==> src/rtl/ex_commit_ctrl.sv <==
// rtl/ex_commit_ctrl.sv - WB-stage commit/exception/ERTN controller with fetch redirect handshake
// Picks the highest-priority cause, pulses the CSR file, and holds a redirect until fetch accepts it.
module ex_commit_ctrl (
  input  logic        clk,
  input  logic        reset,
  input  logic        ws_valid,
  input  logic [31:0] ws_pc,
  input  logic [4:0]  ws_ex,
  input  logic [31:0] ws_vaddr,
  input  logic        ws_ertn,
  input  logic        has_int,
  input  logic [31:0] ex_entry,
  input  logic [31:0] ertn_pc,
  input  logic        redirect_ready,
  output logic        ws_ready,
  output logic        ws_commit,
  output logic        wb_ex,
  output logic [5:0]  wb_ecode,
  output logic [8:0]  wb_esubcode,
  output logic [31:0] wb_pc,
  output logic [31:0] wb_vaddr,
  output logic        ertn_flush,
  output logic        flush_pipe,
  output logic        redirect_valid,
  output logic [31:0] redirect_pc,
  output logic [15:0] ex_count
);

  typedef enum logic {IDLE = 1'b0, REDIR = 1'b1} state_t;

  state_t      state, next_state;
  logic [31:0] redirect_pc_q;
  logic [15:0] ex_count_q;
  logic        event_hit;
  logic        cause_ertn;
  logic [5:0]  cause_ecode;

  // Fixed priority: INT, ADEF, INE, SYS, BRK, ALE, then ERTN as the fallback.
  always_comb begin
    cause_ecode = 6'h00;
    cause_ertn  = 1'b0;
    if (has_int)       cause_ecode = 6'h00;
    else if (ws_ex[0]) cause_ecode = 6'h08;
    else if (ws_ex[1]) cause_ecode = 6'h0D;
    else if (ws_ex[2]) cause_ecode = 6'h0B;
    else if (ws_ex[3]) cause_ecode = 6'h0C;
    else if (ws_ex[4]) cause_ecode = 6'h09;
    else               cause_ertn  = 1'b1;
  end

  assign event_hit = !reset && (state == IDLE) && ws_valid &&
                     (has_int || (ws_ex != 5'd0) || ws_ertn);

  always_ff @(posedge clk) begin
    if (reset) state <= IDLE;
    else       state <= next_state;
  end

  always_comb begin
    next_state = state;
    case (state)
      IDLE:    if (event_hit) next_state = REDIR;
      REDIR:   if (redirect_ready) next_state = IDLE;
      default: next_state = IDLE;
    endcase
  end

  always_comb begin
    ws_ready       = (state == IDLE);
    ws_commit      = 1'b0;
    wb_ex          = 1'b0;
    wb_ecode       = 6'h00;
    wb_esubcode    = 9'h000;
    wb_pc          = 32'h0;
    wb_vaddr       = 32'h0;
    ertn_flush     = 1'b0;
    flush_pipe     = 1'b0;
    redirect_valid = 1'b0;
    case (state)
      IDLE: begin
        ws_commit = !reset && ws_valid && !event_hit;
        if (event_hit) begin
          flush_pipe = 1'b1;
          if (cause_ertn) begin
            ertn_flush = 1'b1;
          end else begin
            wb_ex    = 1'b1;
            wb_ecode = cause_ecode;
            wb_pc    = ws_pc;
            wb_vaddr = ws_vaddr;
          end
        end
      end
      REDIR: begin
        redirect_valid = !reset;
        flush_pipe     = !reset;
      end
      default: ;
    endcase
  end

  always_ff @(posedge clk) begin
    if (reset) begin
      redirect_pc_q <= 32'h0;
      ex_count_q    <= 16'h0;
    end else if (event_hit) begin
      redirect_pc_q <= cause_ertn ? ertn_pc : ex_entry;
      if (!cause_ertn && (ex_count_q != 16'hFFFF))
        ex_count_q <= ex_count_q + 16'd1;
    end
  end

  assign redirect_pc = redirect_pc_q;
  assign ex_count    = ex_count_q;

endmodule

==> config.mk <==
export PLATFORM = sky130hd
export DESIGN_NAME = ex_commit_ctrl
export DESIGN_NICKNAME = d
export VERILOG_FILES = /design/src/rtl/ex_commit_ctrl.sv
export SDC_FILE = /design/constraint.sdc
export NUM_CORES = 1
export LEC_CHECK = 0
export CAP_MARGIN = 20
export CELL_PAD_IN_SITES_DETAIL_PLACEMENT = 1
export CELL_PAD_IN_SITES_GLOBAL_PLACEMENT = 1
export CORE_AREA = 4 4 123 125
export CTS_CLUSTER_SIZE = 24
export DETAILED_ROUTE_END_ITERATION = 16
export DIE_AREA = 0 0 127 129
export PLACE_DENSITY_LB_ADDON = 0.12
export SYNTH_ARGS = -nofsm -noshare
export SYNTH_HDL_FRONTEND = slang
export SYNTH_SLANG_ARGS = --single-unit
==> constraint.sdc <==
create_clock -name clk -period 3.6 [get_ports clk]
set_input_delay 0.72 -clock clk [delete_from_list [all_inputs] [get_ports clk]]
set_output_delay 0.72 -clock clk [all_outputs]
set_load 0.01 [all_outputs]
==> results.json, run 1 <==
{
  "cpMostUsedCell": "clkdlybuf4s50_1",
  "die-area_sq_um": 16400,
  "worst_pin_slew_ns": 0.781,
  "ctsHoldBuffers": 0,
  "gp_congestion": 1.02,
  "period_minus_slack_ns": 3.50,
  "area_growth_pct": 87.3,
  "grt_pass1_vias": 3932,
  "first_pass_iters": 4,
  "finClkSkew_ns": 0.00565,
  "grt_max_degree": 72,
  "path_clk_slew_ns": 0.07,
  "synth_ff_type": "dfxtp_1",
  "cts_tree": "built",
  "maxCapViolCount": 0,
  "die_h_um": 129,
  "drtAntennaViolNets": 0,
  "path_buf_inv": 4,
  "final_cell_mix": "clkdlybuf4s50_1 (253), and2_1 (65), dfxtp_1 (49)",
  "setup_viol": 0,
  "viasPerCell": 4.73,
  "start_util_pct": 23.8,
  "max_clock_freq_mhz": 286,
  "initialDrtViolationCount": 128,
  "dp.cells": 814,
  "cts_buffers": 5,
  "synthArstFlopShare_pct": 0,
  "grt_usage_pct": 18.5,
  "drc_errors": 0,
  "synth-seq-area-share_pct": 29.7,
  "cts_setup_buffers": 0,
  "wire_per_inst_um": 19.7,
  "hold_class": "reg2reg",
  "critPathCaptureType": "output pin",
  "r2r_cells": 6,
  "stdcell_count": 825,
  "htree_levels": 2,
  "start_kind": "input port",
  "core-area_sq_um": 13900,
  "cp.depth": 7,
  "postSynthAreaPerCell_sq_um": 8.43,
  "slowest_stage": "or4_4",
  "setup_tns_ns": 0,
  "synth_cell_types": 42,
  "rsz0062_at_grt": "no",
  "report.final.slew_viol_count": 0,
  "clock-sinks": 49,
  "antenna_found_initial": 4,
  "synthCells": 392,
  "worstPathArrival_ns": 2.78,
  "synth-edff-count": 0,
  "p_total_mw": 1.64,
  "io_buffers": 260,
  "yosysWarnings": 0,
  "grt_remaining_overflow": 0,
  "setup_slack_ns": 0.103,
  "power_density_nw_per_um2": 265,
  "path_max_fanout": 71,
  "final_common_cell": "clkdlybuf4s50_1",
  "timing.final.crit_share_pct": 97.2,
  "dpl_worst_slack_ns": -0.0177,
  "relSlewSlack_pct": 48.0,
  "routed_wl_um": 16200,
  "crit_chain": "clkdlybuf4s50_1 > or4_4 > o21ai_2 > inv_2 > buf_12 > and2_1 > clkdlybuf4s50_1",
  "yosys_register_bits": 49,
  "die_w_um": 127,
  "grt_pass1_wl_um": 23500,
  "cts_resized": 1,
  "timing_worst_setup_path_type": "in2out",
  "post-dp-hpwl_um": 13100,
  "final_nets": 781,
  "peakVddDrop_mv": 0.156,
  "crit_family": "buffers and inverters",
  "clk_path_buf_depth": 2,
  "cp.required_ns": 2.88,
  "hold_depth": 2,
  "clock_latency_ns": 0.29,
  "p_leak_nw": 2.25,
  "hold_violations": 0,
  "max_stage_delay_ns": 0.55,
  "clockRootBuffer": "clkbuf_16",
  "synth_area_sq_um": 3300,
  "status": "finished clean",
  "drive_above_1_share_pct": 12.3,
  "rows": 43,
  "boundaryPins": 272,
  "num_vias": 3902
}
[where the power goes]
group	total, mW	internal, mW	switching (mW)
logic	0.490	0.294	0.196
clock network	0.563	0.348	0.215
registers	0.586	0.570	0.0163
[cell usage after synthesis, types with 4 or more instances]
cell	number	area [sq um]
buf_12	4	80.1
nor3_1	5	25.0
a311oi_2	32	480
a21oi_1	13	65.1
and4_1	4	35.0
and2_1	65	407
buf_6	6	67.6
or4_1	9	67.6
o31ai_1	9	67.6
nor2_1	35	131
clkbuf_1	21	78.8
nand2_1	39	146
buf_4	12	90.1
nand3_1	40	200
dfxtp_1	49	981
nand4_1	5	31.3
[worst min-delay path: cells and delay by family (launching register included)]
kind	cells	cell delay [ns]
AOI/OAI and AO/OA	2	0.13
DFF	1	0.36
[cells by family (layout without fill, tap and decap cells)]
logic type      Yosys count  count (layout)  synth area share, %
fa+ha+maj                 1               1                0.379
buf+inv                  49             289                 10.3
compound gates           65              65                 21.3
simple gates            225             225                 37.4
other cells               1              14                0.113
mux                       2               2                0.757
flops                    49              49                 29.7
[worst paths after layout]
path,start,to,slack [ns]
hold reg to reg,ex_count[1],ex_count[1],0.53
setup reg to reg,ex_count[0],ex_count[9],1.67
setup / recovery,ws_ex[3],wb_vaddr[20],0.10
hold / removal,ex_count[1],ex_count[1],0.53
[flip-flops by register name, summed over array words and instances (netlist names)]
signal	count
redirect_pc	32
state	1
ex_count	16
[per-layer routing]
metal	part of all wire, %	wire (um)	vias to the layer above	global-route usage [%]
li1	-	-	1877	-
met1	37	6040	1822	20.6
met2	53	8530	182	34.0
met3	8.1	1310	19	5.44
met4	1.9	316	2	5.87
met5	0.080	13	-	0
[cell type report]
type | count | area, sq um
Timing Repair Buffer | 277 | 2750
Multi-Input combinational cell | 304 | 2040
Tap cell | 180 | 225
Clock buffer | 7 | 143
Antenna cell | 3 | 7.51
Fill cell | 1674 | 7690
Clock inverter | 1 | 30.0
Inverter | 4 | 15.0
Sequential cell | 49 | 981
[per-stage QoR]
| stage | util, % | hold slack (ns) | instance area (sq um) |
|---|---|---|---|
| detailed placement | 43.2 | 0.525 | 5990 |
| global placement | 43.2 | 0.494 | 5990 |
| floorplan | - | 0.516 | 3340 |
| global route | 44.6 | 0.552 | 6190 |
| CTS | 44.4 | 0.532 | 6160 |
| finish | 44.6 | 0.530 | 6190 |
Note: power is estimated with default switching activity, not from simulation.
==> inputs of run 2 (changes only) <==
--- a/config.mk
+++ b/config.mk
@@ -12,7 +12,7 @@
 export CTS_CLUSTER_SIZE = 24
 export DETAILED_ROUTE_END_ITERATION = 16
 export DIE_AREA = 0 0 127 129
-export PLACE_DENSITY_LB_ADDON = 0.12
+export PLACE_DENSITY_LB_ADDON = 0.1
 export SYNTH_ARGS = -nofsm -noshare
 export SYNTH_HDL_FRONTEND = slang
 export SYNTH_SLANG_ARGS = --single-unit
==> run 2 against run 1 <==
Via count shrank 0.51%. Setup slack lost 0.032 ns. Clock power shrank 19%. Clock skew shrank 0.0014 ns. Final area shrank 0.87%. Maximum frequency shrank 0.92%. Sequential cell count is the same. Cell count shrank 0.61%. Count of clock-buffer cells in the layout shrank 2. Critical path type unchanged. Highest routed layer unchanged.
==> results.json, run 2 (same netlist as run 1, synthesis figures left out) <==
{
  "status": "finished clean",
  "num_vias": 3882,
  "cts_tree": "built",
  "combPwrFrac_pct": 32.0,
  "timing_worst_setup_path_type": "in2out",
  "drive_above_1_share_pct": 11.7,
  "p_leak_nw": 2.19,
  "clkPwrFrac_pct": 29.8,
  "hold_class": "reg2reg",
  "cp.required_ns": 2.88,
  "final_common_cell": "clkdlybuf4s50_1",
  "largest_reg_flops": 32,
  "ctsHoldBuffers": 0,
  "drtAntennaViolNets": 0,
  "swShare_pct": 27.4,
  "routed_wl_um": 15900,
  "start_util_pct": 23.8,
  "grt_pass1_vias": 4013,
  "path_clk_slew_ns": 0.07,
  "setup_tns_ns": 0,
  "htree_levels": 2,
  "gp_congestion": 0.946,
  "stdcell_count": 820,
  "dp.cells": 813,
  "timing.final.crit_share_pct": 98.1,
  "intPower_mw": 1.11,
  "grt_remaining_overflow": 0,
  "peakVddDrop_mv": 0.176,
  "grt_max_degree": 67,
  "hold_violations": 0,
  "start_kind": "input port",
  "clk_path_buf_depth": 2,
  "worst_pin_slew_ns": 0.798,
  "critPathCaptureType": "output pin",
  "p_sw_mw": 0.421,
  "boundaryPins": 272,
  "cts_buffers": 5,
  "max_clock_freq_mhz": 283,
  "antenna_found_initial": 3,
  "core-area_sq_um": 13900,
  "relSlewSlack_pct": 46.8,
  "post-dp-hpwl_um": 12900,
  "io_buffers": 260,
  "grt_usage_pct": 18.5,
  "grt_pass1_wl_um": 23800,
  "die_w_um": 127,
  "area_growth_pct": 85.7,
  "wire_per_inst_um": 19.4,
  "worstPathArrival_ns": 2.81,
  "report.final.slew_viol_count": 0,
  "rsz0062_at_grt": "no",
  "rows": 43,
  "clock-sinks": 49,
  "die_h_um": 129,
  "first_pass_iters": 4,
  "die-area_sq_um": 16400,
  "finClkSkew_ns": 0.00429,
  "maxCapViolCount": 0,
  "final_nets": 780,
  "period_minus_slack_ns": 3.53,
  "final_cell_mix": "clkdlybuf4s50_1 (256), and2_1 (65), dfxtp_1 (49)",
  "path_max_fanout": 66,
  "drc_errors": 0,
  "viasPerCell": 4.73,
  "clock_latency_ns": 0.29,
  "setup_viol": 0,
  "initialDrtViolationCount": 112,
  "clockRootBuffer": "clkbuf_16",
  "cts_setup_buffers": 0,
  "power_frac_seq_pct": 38.2,
  "power_density_nw_per_um2": 250,
  "cts_resized": 0
}
[run 2: final timing paths]
check / from / to / slack [ns] / cells past startpoint
worst max register to register: ex_count[0] / ex_count[8] / 1.57 / 6
worst min-delay path: ex_count[6] / ex_count[6] / 0.51 / 2
worst max-delay path: ws_ex[3] / wb_pc[2] / 0.07 / 7
worst min register to register: ex_count[6] / ex_count[6] / 0.51 / 2
[run 2: cell type report]
cell class / count / area [sq um]
Sequential cell: 49 / 981
Multi-Input combinational cell: 304 / 2030
Inverter: 4 / 15.0
Timing Repair Buffer: 276 / 2750
Clock inverter: 1 / 5.00
Tap cell: 180 / 225
Fill cell: 1668 / 7740
Clock buffer: 5 / 125
Antenna cell: 1 / 2.50
[run 2: metrics by stage]
| stage | power [mW] | setup WS [ns] | util [%] | cell area [sq um] | hold slack (ns) |
|---|---|---|---|---|---|
| finish | 1.54 | 0.0701 | 44.2 | 6140 | 0.514 |
| global route | 1.62 | 0.000898 | 44.2 | 6140 | 0.550 |
| CTS | 1.56 | 0.0210 | 44.1 | 6130 | 0.519 |
| detailed placement | 1.10 | 0.0253 | 43.2 | 6000 | 0.510 |
| global placement | 1.09 | 0.0666 | 43.2 | 6000 | 0.490 |
| floorplan | 0.800 | 0.886 | - | 3340 | 0.516 |
[run 2: worst max-delay path: stages]
cell             delay (ns)
clkdlybuf4s50_1        0.42
or4_4                  0.55
o21ai_2                0.18
inv_2                  0.06
buf_12                 0.18
and2_1                 0.19
clkdlybuf4s50_1        0.50
[run 2: layer usage]
metal,part of all wire [%],vias up,global-route usage [%]
li1,-,1874,-
met3,10,13,7.47
met1,36,1822,19.8
met2,52,169,34.5
met4,0.87,4,3.47
met5,0.13,-,0
[run 2: power groups by stage]
| stage | combinational, mW | sequential, mW | clock [mW] |
|---|---|---|---|
| floorplan | 0.191 | 0.609 | 0 |
| global placement | 0.492 | 0.598 | 0 |
| detailed placement | 0.498 | 0.599 | 0 |
| CTS | 0.500 | 0.588 | 0.474 |
| global route | 0.529 | 0.591 | 0.496 |
| finish | 0.492 | 0.587 | 0.457 |
==> inputs of run 3 (changes only) <==
--- a/config.mk
+++ b/config.mk
@@ -5,13 +5,14 @@
 export SDC_FILE = /design/constraint.sdc
 export NUM_CORES = 1
 export LEC_CHECK = 0
+export ABC_AREA = 1
 export CAP_MARGIN = 20
 export CELL_PAD_IN_SITES_DETAIL_PLACEMENT = 1
 export CELL_PAD_IN_SITES_GLOBAL_PLACEMENT = 1
-export CORE_AREA = 4 4 123 125
+export CORE_AREA = 4 4 141 143
 export CTS_CLUSTER_SIZE = 24
 export DETAILED_ROUTE_END_ITERATION = 16
-export DIE_AREA = 0 0 127 129
+export DIE_AREA = 0 0 145 147
 export PLACE_DENSITY_LB_ADDON = 0.1
 export SYNTH_ARGS = -nofsm -noshare
 export SYNTH_HDL_FRONTEND = slang
==> constraint.sdc (replaced) <==
create_clock -name clk -period 3.1 [get_ports clk]
set_input_delay 0.62 -clock clk [delete_from_list [all_inputs] [get_ports clk]]
set_output_delay 0.62 -clock clk [all_outputs]
set_load 0.01 [all_outputs]
==> run 3 against run 2 <==
Count of clock-buffer cells in the layout unchanged. Critical path depth unchanged. Final area rose by 5.7%. Sequential cell count did not move. First-iteration DRC count fell by 0.89%. Setup slack better by 0.058 ns. Critical endpoint is now wb_pc[4]. Critical path type unchanged.
==> results.json, run 3 <==
{
  "synth-edff-count": 0,
  "first_pass_iters": 4,
  "die-area_sq_um": 21300,
  "clk_path_buf_depth": 2,
  "wl_met3_um": 1500,
  "report.final.slew_viol_count": 0,
  "start_util_pct": 18.8,
  "regToRegSetupSlack_ns": 1.34,
  "gp_congestion": 0.782,
  "io_buffers": 260,
  "synth.largest_area_cell": "dfxtp_1",
  "drive_above_1_share_pct": 12.2,
  "timing_worst_setup_path_type": "in2out",
  "clkPwrFrac_pct": 32.3,
  "cpMostUsedCell": "clkdlybuf4s50_1",
  "combPwrFrac_pct": 30.5,
  "htree_levels": 2,
  "max_clock_freq_mhz": 336,
  "stdcell_count": 1070,
  "area_growth_pct": 85.9,
  "setup_viol": 0,
  "path_max_fanout": 34,
  "clockRootBuffer": "clkbuf_16",
  "period_minus_slack_ns": 2.97,
  "r2r-end": "ex_count[2]",
  "rows": 50,
  "antenna_cells": 0,
  "p_total_mw": 1.80,
  "hold_violations": 0,
  "cts_buffers": 5,
  "core-area_sq_um": 18600,
  "critPathCaptureType": "output pin",
  "status": "finished clean",
  "synth_area_leaders": "dfxtp_1 (28%), nand2_1 (20%), nor2_1 (11%), inv_1 (8.5%), a21oi_2 (6.3%)",
  "clock-sinks": 49,
  "fill_cells": 2323,
  "yosysTopAreaCellShare_pct": 28.1,
  "relSlewSlack_pct": 60.5,
  "grt_pass1_wl_um": 24000,
  "cts_tree": "built",
  "p_sw_mw": 0.518,
  "drtAntennaViolNets": 0,
  "finClkSkew_ns": 0.0111,
  "hold_class": "reg2reg",
  "ctsHoldBuffers": 0,
  "clock_latency_ns": 0.31,
  "wire_per_inst_um": 13.7,
  "die_w_um": 145,
  "grt_remaining_overflow": 0,
  "grt_pass1_vias": 4589,
  "post-dp-hpwl_um": 12200,
  "final_area_sq_um": 6480,
  "swShare_pct": 28.8,
  "slowest_stage": "clkdlybuf4s50_1",
  "initialDrtViolationCount": 111,
  "viasPerCell": 4.04,
  "path_clk_slew_ns": 0.07,
  "hp-start": "redirect_pc[21]",
  "synth_cell_types": 30,
  "synth_area_sq_um": 3490,
  "antenna_found_initial": 1,
  "worstReg2RegStart": "ex_count[0]",
  "max_stage_delay_ns": 0.48,
  "final_common_cell": "clkdlybuf4s50_1",
  "boundaryPins": 272,
  "cp.required_ns": 2.48,
  "intPower_mw": 1.28,
  "routedLengthMet1_um": 6120,
  "hold_depth": 2,
  "yosysWarnings": 0,
  "peakVddDrop_mv": 0.182,
  "dp.cells": 1058,
  "synthArstFlopShare_pct": 0,
  "r2r_cells": 8,
  "final_cell_mix": "clkdlybuf4s50_1 (254), nand2_1 (182), nor2_1 (100)",
  "dr_wl_met2_um": 6900,
  "maxCapViolCount": 0,
  "worstPathArrival_ns": 2.35,
  "crit_family": "buffers and inverters",
  "postSynthAreaPerCell_sq_um": 6.07,
  "power_density_nw_per_um2": 278,
  "synth_ff_type": "dfxtp_1",
  "worst_pin_slew_ns": 0.593,
  "cp-startpoint": "ws_ex[2]",
  "largest_reg_flops": 32,
  "final_nets": 975,
  "power_frac_seq_pct": 37.2,
  "cp.depth": 7,
  "synth-seq-area-share_pct": 28.1,
  "p_leak_nw": 2.84,
  "die_h_um": 147,
  "grt_usage_pct": 13.6,
  "timing.final.crit_share_pct": 95.9,
  "crit_path_end": "wb_pc[4]",
  "synth_most_common_cell": "nand2_1",
  "path_buf_inv": 3,
  "grt_max_degree": 40,
  "highest_layer": "met5",
  "start_kind": "input port",
  "yosys_register_bits": 49,
  "post_dp_cell_area_sq_um": 6270,
  "num_vias": 4322,
  "routed_wl_um": 14600,
  "synthCells": 575,
  "drc_errors": 0,
  "synth_common_cells": "nand2_1 (182), nor2_1 (100), inv_1 (79), dfxtp_1 (49), nand2_2 (27)",
  "crit_chain": "clkdlybuf4s50_1 > nor2_4 > nand4_4 > nand2_8 > buf_12 > nor2_1 > clkdlybuf4s50_1"
}
run 3: cell families after synthesis:
family                     Yosys count  synth area share (%)
AOI/OAI and AO/OA                   48                  9.65
and+or+nand+nor                    352                  44.2
xor gates and xnor gates             2                 0.502
other                                1                 0.108
DFF                                 49                  28.1
buffers and inverters              122                  17.1
adders and majority gates            1                 0.359
run 3: worst min-delay path: stages (launching register included):
cell,delay [ns]
dfxtp_1,0.32
nand2_2,0.07
a21oi_2,0.04
run 3: worst min-delay path by stage:
stage	endpoint	slack, ns
3_3_place_gp	redirect_pc[24]	0.45
4_1_cts	redirect_pc[21]	0.47
5_1_grt	redirect_pc[3]	0.49
6_report	redirect_pc[21]	0.47
2_1_floorplan	redirect_pc[24]	0.49
3_5_place_dp	redirect_pc[21]	0.46
run 3: per-stage QoR:
step / setup TNS (ns) / hold slack, ns / setup WS [ns] / util [%]
5_1_grt: -0.00221 / 0.491 / -0.00221 / 34.9
3_3_place_gp: 0 / 0.452 / 0.103 / 33.8
2_1_floorplan: 0 / 0.487 / 0.858 / -
6_report: 0 / 0.470 / 0.128 / 34.9
4_1_cts: 0 / 0.475 / 0.0438 / 34.6
3_5_place_dp: 0 / 0.465 / 0.0431 / 33.8
run 3: repair_timing:
action | CTS | global route
buffers inserted | 0 | 4
gates resized for setup | 0 | 7
endpoints found under the setup margin | 0 | 36
run 3: layout make-up:
class,instances,area [sq um],share of cell area (%)
repair buffers,280,2770,42.8
multi-input cells,414,1960,30.3
flip-flops and latches,49,981,15.1
inverters,85,323,4.98
well taps,234,293,4.52
clock buffers,5,125,1.93
clock inverters,3,26.3,0.405
run 3: metal layers:
metal / GRT usage, % / vias to the layer above
li1: - / 2212
met1: 15.4 / 1918
met2: 23.5 / 181
met3: 6.57 / 9
met4: 2.28 / 2
met5: 0 / -
run 3: power by group through the flow:
stage                     registers [mW]  clock network [mW]  logic [mW]
after global placement             0.683                   0       0.546
after floorplan                    0.693                   0       0.209
final                              0.669               0.582       0.549
after detailed placement           0.684                   0       0.553
after CTS                          0.670               0.619       0.555
after global routing               0.673               0.638       0.602
